===== config.mk =====
export PLATFORM = sky130hd
export DESIGN_NAME = ps2_lcd_writer
export DESIGN_NICKNAME = d
export VERILOG_FILES = /design/src/rtl/ps2_lcd_writer.sv
export SDC_FILE = /design/constraint.sdc
export NUM_CORES = 1
export LEC_CHECK = 0
export BUFFER_PORTS_ARGS = -buffer_cell sky130_fd_sc_hd__clkbuf_2
export CAP_MARGIN = 15
export CORE_MARGIN = 2
export CORE_UTILIZATION = 35
export DETAILED_ROUTE_END_ITERATION = 6
export GPL_ROUTABILITY_DRIVEN = 0
export MAX_ROUTING_LAYER = met4
export PLACE_DENSITY = 0.56
export SYNTH_ARGS = -nofsm -noshare
export SYNTH_HDL_FRONTEND = slang
export SYNTH_SLANG_ARGS = --single-unit

===== constraint.sdc =====
create_clock -name clk -period 2.9 [get_ports clk]
set_input_delay 0.58 -clock clk [delete_from_list [all_inputs] [get_ports clk]]
set_output_delay 0.58 -clock clk [all_outputs]
set_load 0.01 [all_outputs]

===== src/rtl/ps2_lcd_writer.sv =====
// ps2_lcd_writer: decodes PS/2 make codes to ASCII, queues them in a small FIFO,
// and types them onto an HD44780 in 8-bit mode with cursor and line-wrap tracking.
module ps2_lcd_writer #(
  parameter int EN_CYCLES = 16,
  parameter int CMD_WAIT  = 1200,
  parameter int CLR_WAIT  = 46000,
  parameter int PWR_WAIT  = 420000
) (
  input  logic       clk,
  input  logic       rst,
  input  logic [7:0] ps2_code,
  input  logic       ps2_code_new,
  output logic [7:0] lcd_data,
  output logic       lcd_rs,
  output logic       lcd_rw,
  output logic       lcd_e,
  output logic       char_drop
);
  localparam logic [2:0] PWR   = 3'd0;
  localparam logic [2:0] INIT  = 3'd1;
  localparam logic [2:0] IDLE  = 3'd2;
  localparam logic [2:0] SETUP = 3'd3;
  localparam logic [2:0] EHIGH = 3'd4;
  localparam logic [2:0] WAIT  = 3'd5;

  // 0x00 marks an unmapped code; no mapped character is NUL
  function automatic logic [7:0] ascii_of(input logic [7:0] c);
    case (c)
      8'h1C: ascii_of = 8'h41;
      8'h32: ascii_of = 8'h42;
      8'h21: ascii_of = 8'h43;
      8'h23: ascii_of = 8'h44;
      8'h24: ascii_of = 8'h45;
      8'h2B: ascii_of = 8'h46;
      8'h34: ascii_of = 8'h47;
      8'h33: ascii_of = 8'h48;
      8'h43: ascii_of = 8'h49;
      8'h3B: ascii_of = 8'h4A;
      8'h42: ascii_of = 8'h4B;
      8'h4B: ascii_of = 8'h4C;
      8'h3A: ascii_of = 8'h4D;
      8'h31: ascii_of = 8'h4E;
      8'h44: ascii_of = 8'h4F;
      8'h4D: ascii_of = 8'h50;
      8'h15: ascii_of = 8'h51;
      8'h2D: ascii_of = 8'h52;
      8'h1B: ascii_of = 8'h53;
      8'h2C: ascii_of = 8'h54;
      8'h3C: ascii_of = 8'h55;
      8'h2A: ascii_of = 8'h56;
      8'h1D: ascii_of = 8'h57;
      8'h22: ascii_of = 8'h58;
      8'h35: ascii_of = 8'h59;
      8'h1A: ascii_of = 8'h5A;
      8'h45: ascii_of = 8'h30;
      8'h16: ascii_of = 8'h31;
      8'h1E: ascii_of = 8'h32;
      8'h26: ascii_of = 8'h33;
      8'h25: ascii_of = 8'h34;
      8'h2E: ascii_of = 8'h35;
      8'h36: ascii_of = 8'h36;
      8'h3D: ascii_of = 8'h37;
      8'h3E: ascii_of = 8'h38;
      8'h46: ascii_of = 8'h39;
      8'h29: ascii_of = 8'h20;
      8'h5A: ascii_of = 8'h0A;
      8'h66: ascii_of = 8'h08;
      default: ascii_of = 8'h00;
    endcase
  endfunction

  logic       brk_q, brk_d, ext_q, ext_d;
  logic       push, pop, wr, full, empty, drop_q;
  logic [7:0] tok, head;
  logic [7:0] fifo_q [4];
  logic [1:0] wp_q, rp_q;
  logic [2:0] fn_q;

  assign tok = ascii_of(ps2_code);

  always_comb begin
    brk_d = brk_q;
    ext_d = ext_q;
    push  = 1'b0;
    if (ps2_code_new) begin
      if (ps2_code == 8'hE0) ext_d = 1'b1;
      else if (ps2_code == 8'hF0) brk_d = 1'b1;
      else if (brk_q || ext_q) begin
        brk_d = 1'b0;
        ext_d = 1'b0;
      end else push = tok != 8'h00;
    end
  end

  assign full  = fn_q == 3'd4;
  assign empty = fn_q == 3'd0;
  assign wr    = push && (!full || pop);
  assign head  = fifo_q[rp_q];

  always_ff @(posedge clk or posedge rst) begin
    if (rst) begin
      brk_q  <= 1'b0;
      ext_q  <= 1'b0;
      wp_q   <= 2'd0;
      rp_q   <= 2'd0;
      fn_q   <= 3'd0;
      drop_q <= 1'b0;
    end else begin
      brk_q  <= brk_d;
      ext_q  <= ext_d;
      wp_q   <= wp_q + 2'(wr);
      rp_q   <= rp_q + 2'(pop);
      fn_q   <= fn_q + 3'(wr) - 3'(pop);
      drop_q <= push && !wr;
    end
  end

  always_ff @(posedge clk) begin
    if (wr) fifo_q[wp_q] <= tok;
  end

  // pend_q holds the remaining {rs, data} writes of the current sequence; entry 0 drives the bus
  logic [2:0]  state_q, state_d;
  logic [31:0] cnt_q, cnt_d, wait_lim;
  logic [8:0]  pend_q [4];
  logic [8:0]  pend_d [4];
  logic [2:0]  pn_q, pn_d;
  logic        line_q, line_d;
  logic [3:0]  col_q, col_d;
  logic [7:0]  other_addr, bs_addr;

  assign other_addr = {1'b1, ~line_q, 6'd0};
  assign bs_addr    = {1'b1, line_q, 2'b00, col_q - 4'd1};
  assign wait_lim   = (pend_q[0] == 9'h001) ? 32'(CLR_WAIT) : 32'(CMD_WAIT);

  always_comb begin
    state_d = state_q;
    cnt_d   = cnt_q + 32'd1;
    pend_d  = pend_q;
    pn_d    = pn_q;
    line_d  = line_q;
    col_d   = col_q;
    pop     = 1'b0;
    case (state_q)
      PWR: begin
        if (cnt_q == 32'(PWR_WAIT - 1)) begin
          state_d = INIT;
          cnt_d   = '0;
        end
      end
      INIT: begin
        pend_d  = '{9'h038, 9'h00C, 9'h006, 9'h001};
        pn_d    = 3'd4;
        line_d  = 1'b0;
        col_d   = 4'd0;
        state_d = SETUP;
        cnt_d   = '0;
      end
      IDLE: begin
        cnt_d = '0;
        if (!empty) begin
          pop     = 1'b1;
          state_d = SETUP;
          if (head == 8'h0A) begin
            pend_d[0] = {1'b0, other_addr};
            pn_d      = 3'd1;
            line_d    = ~line_q;
            col_d     = 4'd0;
          end else if (head == 8'h08) begin
            if (col_q == 4'd0) state_d = IDLE;
            else begin
              pend_d[0] = {1'b0, bs_addr};
              pend_d[1] = 9'h120;
              pend_d[2] = {1'b0, bs_addr};
              pn_d      = 3'd3;
              col_d     = col_q - 4'd1;
            end
          end else begin
            pend_d[0] = {1'b1, head};
            pend_d[1] = {1'b0, other_addr};
            pn_d      = (col_q == 4'd15) ? 3'd2 : 3'd1;
            line_d    = line_q ^ (col_q == 4'd15);
            col_d     = col_q + 4'd1;
          end
        end
      end
      SETUP: begin
        state_d = EHIGH;
        cnt_d   = '0;
      end
      EHIGH: begin
        if (cnt_q == 32'(EN_CYCLES - 1)) begin
          state_d = WAIT;
          cnt_d   = '0;
        end
      end
      WAIT: begin
        if (cnt_q == wait_lim - 32'd1) begin
          cnt_d   = '0;
          state_d = (pn_q > 3'd1) ? SETUP : IDLE;
          if (pn_q > 3'd1) begin
            pend_d[0] = pend_q[1];
            pend_d[1] = pend_q[2];
            pend_d[2] = pend_q[3];
            pn_d      = pn_q - 3'd1;
          end
        end
      end
      default: state_d = PWR;
    endcase
  end

  always_ff @(posedge clk or posedge rst) begin
    if (rst) begin
      state_q <= PWR;
      cnt_q   <= '0;
      pend_q  <= '{default: 9'h000};
      pn_q    <= 3'd0;
      line_q  <= 1'b0;
      col_q   <= 4'd0;
    end else begin
      state_q <= state_d;
      cnt_q   <= cnt_d;
      pend_q  <= pend_d;
      pn_q    <= pn_d;
      line_q  <= line_d;
      col_q   <= col_d;
    end
  end

  assign lcd_data  = pend_q[0][7:0];
  assign lcd_rs    = pend_q[0][8];
  assign lcd_rw    = 1'b0;
  assign lcd_e     = state_q == EHIGH;
  assign char_drop = drop_q;
endmodule


==> results.yml <==
drt:
  vias: 4937
  drt_iter0_markers: 338
  wl_per_cell_um: 15.4
  totalWireLength_mm: 14.3
  ant_nets: 0
  viasPerCell: 5.31
  drc: 0
  dr.pass1.iters: 4
yosys:
  synthFlopType: "dfrtp_1"
  synthTopCellsByArea: "dfrtp_1 32%, edfxtp_1 14%, nor2_1 5.0%"
  mappedNetlistNets: 647
  yosys_register_bits: 104
  syn_inst: 619
  synth_area_um2: 5990
  synth_cell_types: 66
  yosys.area.top_type: "dfrtp_1"
  yosysSeqAreaShare_pct: 45.8
  synth_area_per_cell_um2: 9.68
  async_reset_ff_share_pct: 73.1
  ys.warnings.count: 0
  synth_top_area_share_pct: 31.8
  synth_edf_count: 28
setup_path:
  cp-end-kind: "flop"
  reg2reg_slack_ps: 260
  worstPathArrival_ps: 3150
  crit_required_ps: 3190
  worstPathCellList: "buf_12 > inv_8 > buf_6 > ha_4 > mux4_2 > nand2_1 > o31ai_1 > a21oi_1 > o22ai_2 > nor4_4 > nor2_4 > ha_4 > inv_2 > fa_2 > inv_2"
  cp_max_fo: 8
  r2r-start: "rp_q[0]$_DFF_PP0_"
  start_kind: "input port"
  reg2regPathDepth: 6
  crit_path_max_incr_delay_ps: 480
  slowest_stage: "mux4_2"
  critPathKind: "input port to flop"
  r2r_end: "pend_q[10]$_DFFE_PP0P_"
clock_network:
  root_buffer: "clkbuf_16"
  cts.clk_slew.worst_paths_ps: 70
  cts_tree: "done"
  cts.sinks: 104
  htree_levels: 3
  ctsHoldBuffers: 0
  cts_buffers: 9
  cts.path.max_buffers: 2
  clk_latency_ps: 350
sta:
  tns_ps: 0
  period_share_pct: 98.4
  setup_slack_ps: 46.4
  hold_violations: 0
  clock_skew_ps: 6.64
  drv_slew: 0
  period_needed_ps: 2850
  worstMarginPinSlew_ps: 606
  max_clock_freq_mhz: 350
  slew_headroom_pct: 59.6
  rsz0062_at_grt: "yes"
  setup_viol: 0
floorplanning:
  design.core.area_um2: 16600
  die_w_um: 135
  row_count: 47
  ios: 23
  design.die.area_um2: 18200
  start_util_pct: 36.0
  die_h_um: 135
power_and_ir_drop:
  peakVddDrop_uv: 399
  pwr-share-comb_pct: 15.4
  finalPower_mw: 3.31
  power_frac_clock_pct: 34.8
  leakage_nw: 3.17
  sw_frac_of_total_pct: 26.9
  seq_power_share_pct: 49.7
  power_switching_mw: 0.890
  internal_power_mw: 2.42
  powerDensity_nw_per_um2: 443
finish:
  layout_common_cells: "82 x buf_4, 77 x nor2_1, 76 x dfrtp_1, 43 x nand2_1, 34 x o21ai_0"
  fin_area_um2: 7490
  drive_gt1_share_pct: 28.1
  n_fill_cell: 1550
  num-nets-final: 732
  syn_to_final_growth_pct: 25.0
  fin_cells: 929
  antenna_cells: 0
  layout_commonest_cell: "buf_4"
flow_run:
  cap_violations: 0
placement:
  placed_cell_area_um2: 6890
  place_hpwl_mm: 10.4
  numPortBuffers: 21
  pre_cts_ws_ps: -710
  dp.cells: 900
global_route:
  antenna_found_initial: 0
  grt_pass1_wl_mm: 23.9
  gr-usage-all-layers_pct: 16.8
  grt_max_degree: 45
  grt_pass1_vias: 4844
  overflow: 0
outcome:
  status: "complete, no violations"
hold_path:
  min_path_type: "input port to async pin"
## how the worst max path moves through the flow
stage / start / endpoint / cells past startpoint
after floorplan: ps2_code[0] / fn_q[1]$_DFF_PP0_ / 15
after global placement: ps2_code[1] / fn_q[2]$_DFF_PP0_ / 16
after detailed placement: ps2_code[1] / fn_q[2]$_DFF_PP0_ / 16
after CTS: ps2_code[1] / fn_q[2]$_DFF_PP0_ / 15
after global routing: ps2_code[2] / fn_q[2]$_DFF_PP0_ / 14
final: ps2_code[0] / fn_q[1]$_DFF_PP0_ / 15
## what timing repair did
| item | CTS | global route |
|---|---|---|
| resized for setup | 18 | 31 |
| buffers inserted | 6 | 8 |
| gates cloned | 0 | 0 |
| setup endpoints to repair | 30 | 27 |
| pin swaps | 12 | 21 |
## through the flow
| step | hold slack, ps | utilization [%] |
|---|---|---|
| 6_report | 257 | 45.0 |
| 5_1_grt | 308 | 45.0 |
| 4_1_cts | 274 | 43.9 |
| 3_5_place_dp | 476 | 41.4 |
| 3_3_place_gp | 470 | 41.4 |
| 2_1_floorplan | 440 | - |
## cell families (layout without fill, tap and decap cells)
logic type      Yosys count  in the layout  share of synthesized area (%)
mux                      25             25                           6.27
simple gates            235            235                           19.2
compound gates          135            135                           14.9
xor+xnor                 33             33                           4.83
flops                   104            104                           45.8
fa+ha+maj                17             17                           3.68
other cells               1              1                         0.0626
buf+inv                  69            159                           5.29
## power by group through the flow
stage	Combinational [mW]	Sequential, mW	Clock [mW]
floorplan	0.274	1.65	0
global placement	0.422	1.67	0
detailed placement	0.430	1.67	0
CTS	0.469	1.65	1.19
global route	0.567	1.66	1.25
finish	0.512	1.65	1.15
## flip-flops by register name, summed over array words and instances, names as in the netlist, 2 cells and up
name,count
lcd_data,8
fifo_q,28
fn_q,3
rp_q,2
wp_q,2
pn_q,3
cnt_q,32
pend_q,14
col_q,4
state_q,3
## final cells by class
cell class	instances	area (um2)	share of cell area, %
multi-input cells	446	3170	42.3
flip-flops and latches	104	2740	36.6
repair buffers	113	897	12.0
well taps	220	275	3.68
clock buffers	9	225	3.01
inverters	30	129	1.72
clock inverters	7	52.6	0.702
## synth_stat cells, types with 3 or more instances
| library cell | number |
|---|---|
| nor3_1 | 17 |
| nand4_1 | 7 |
| a31oi_1 | 10 |
| o21ai_0 | 36 |
| dfrtp_1 | 76 |
| ha_1 | 16 |
| nor2b_1 | 6 |
| o211ai_1 | 7 |
| nor4_1 | 11 |
| a22oi_1 | 4 |
| buf_4 | 12 |
| edfxtp_1 | 28 |
| nand2b_1 | 9 |
| xor2_1 | 21 |
| clkbuf_1 | 21 |
| mux4_2 | 8 |
| or3_1 | 8 |
| nand3_1 | 26 |
| buf_2 | 4 |
| mux2_2 | 12 |
| mux2i_1 | 3 |
| and3_1 | 11 |
| o32ai_1 | 3 |
| o21a_1 | 4 |
| inv_1 | 30 |
| xnor2_1 | 12 |
| o31ai_1 | 6 |
| nor2_1 | 79 |
| or2_2 | 3 |
| nand2_1 | 44 |
| a21oi_1 | 34 |
| o311ai_0 | 3 |
## metal layers
| layer | track usage [%] | vias up | part of all wire (%) |
|---|---|---|---|
| met5 | - | - | 0 |
| met4 | 6.78 | 0 | 2.2 |
| met3 | 2.59 | 26 | 3.9 |
| met2 | 26.2 | 125 | 48 |
| met1 | 22.0 | 2405 | 46 |
| li1 | - | 2381 | - |
## worst max-delay path, delay by kind of cell
kind,cells,cell delay [ps]
simple gates,3,590
fa+ha+maj,3,780
buf+inv,5,330
compound gates,3,390
mux,1,480
Power figures use the tool's default switching activity.
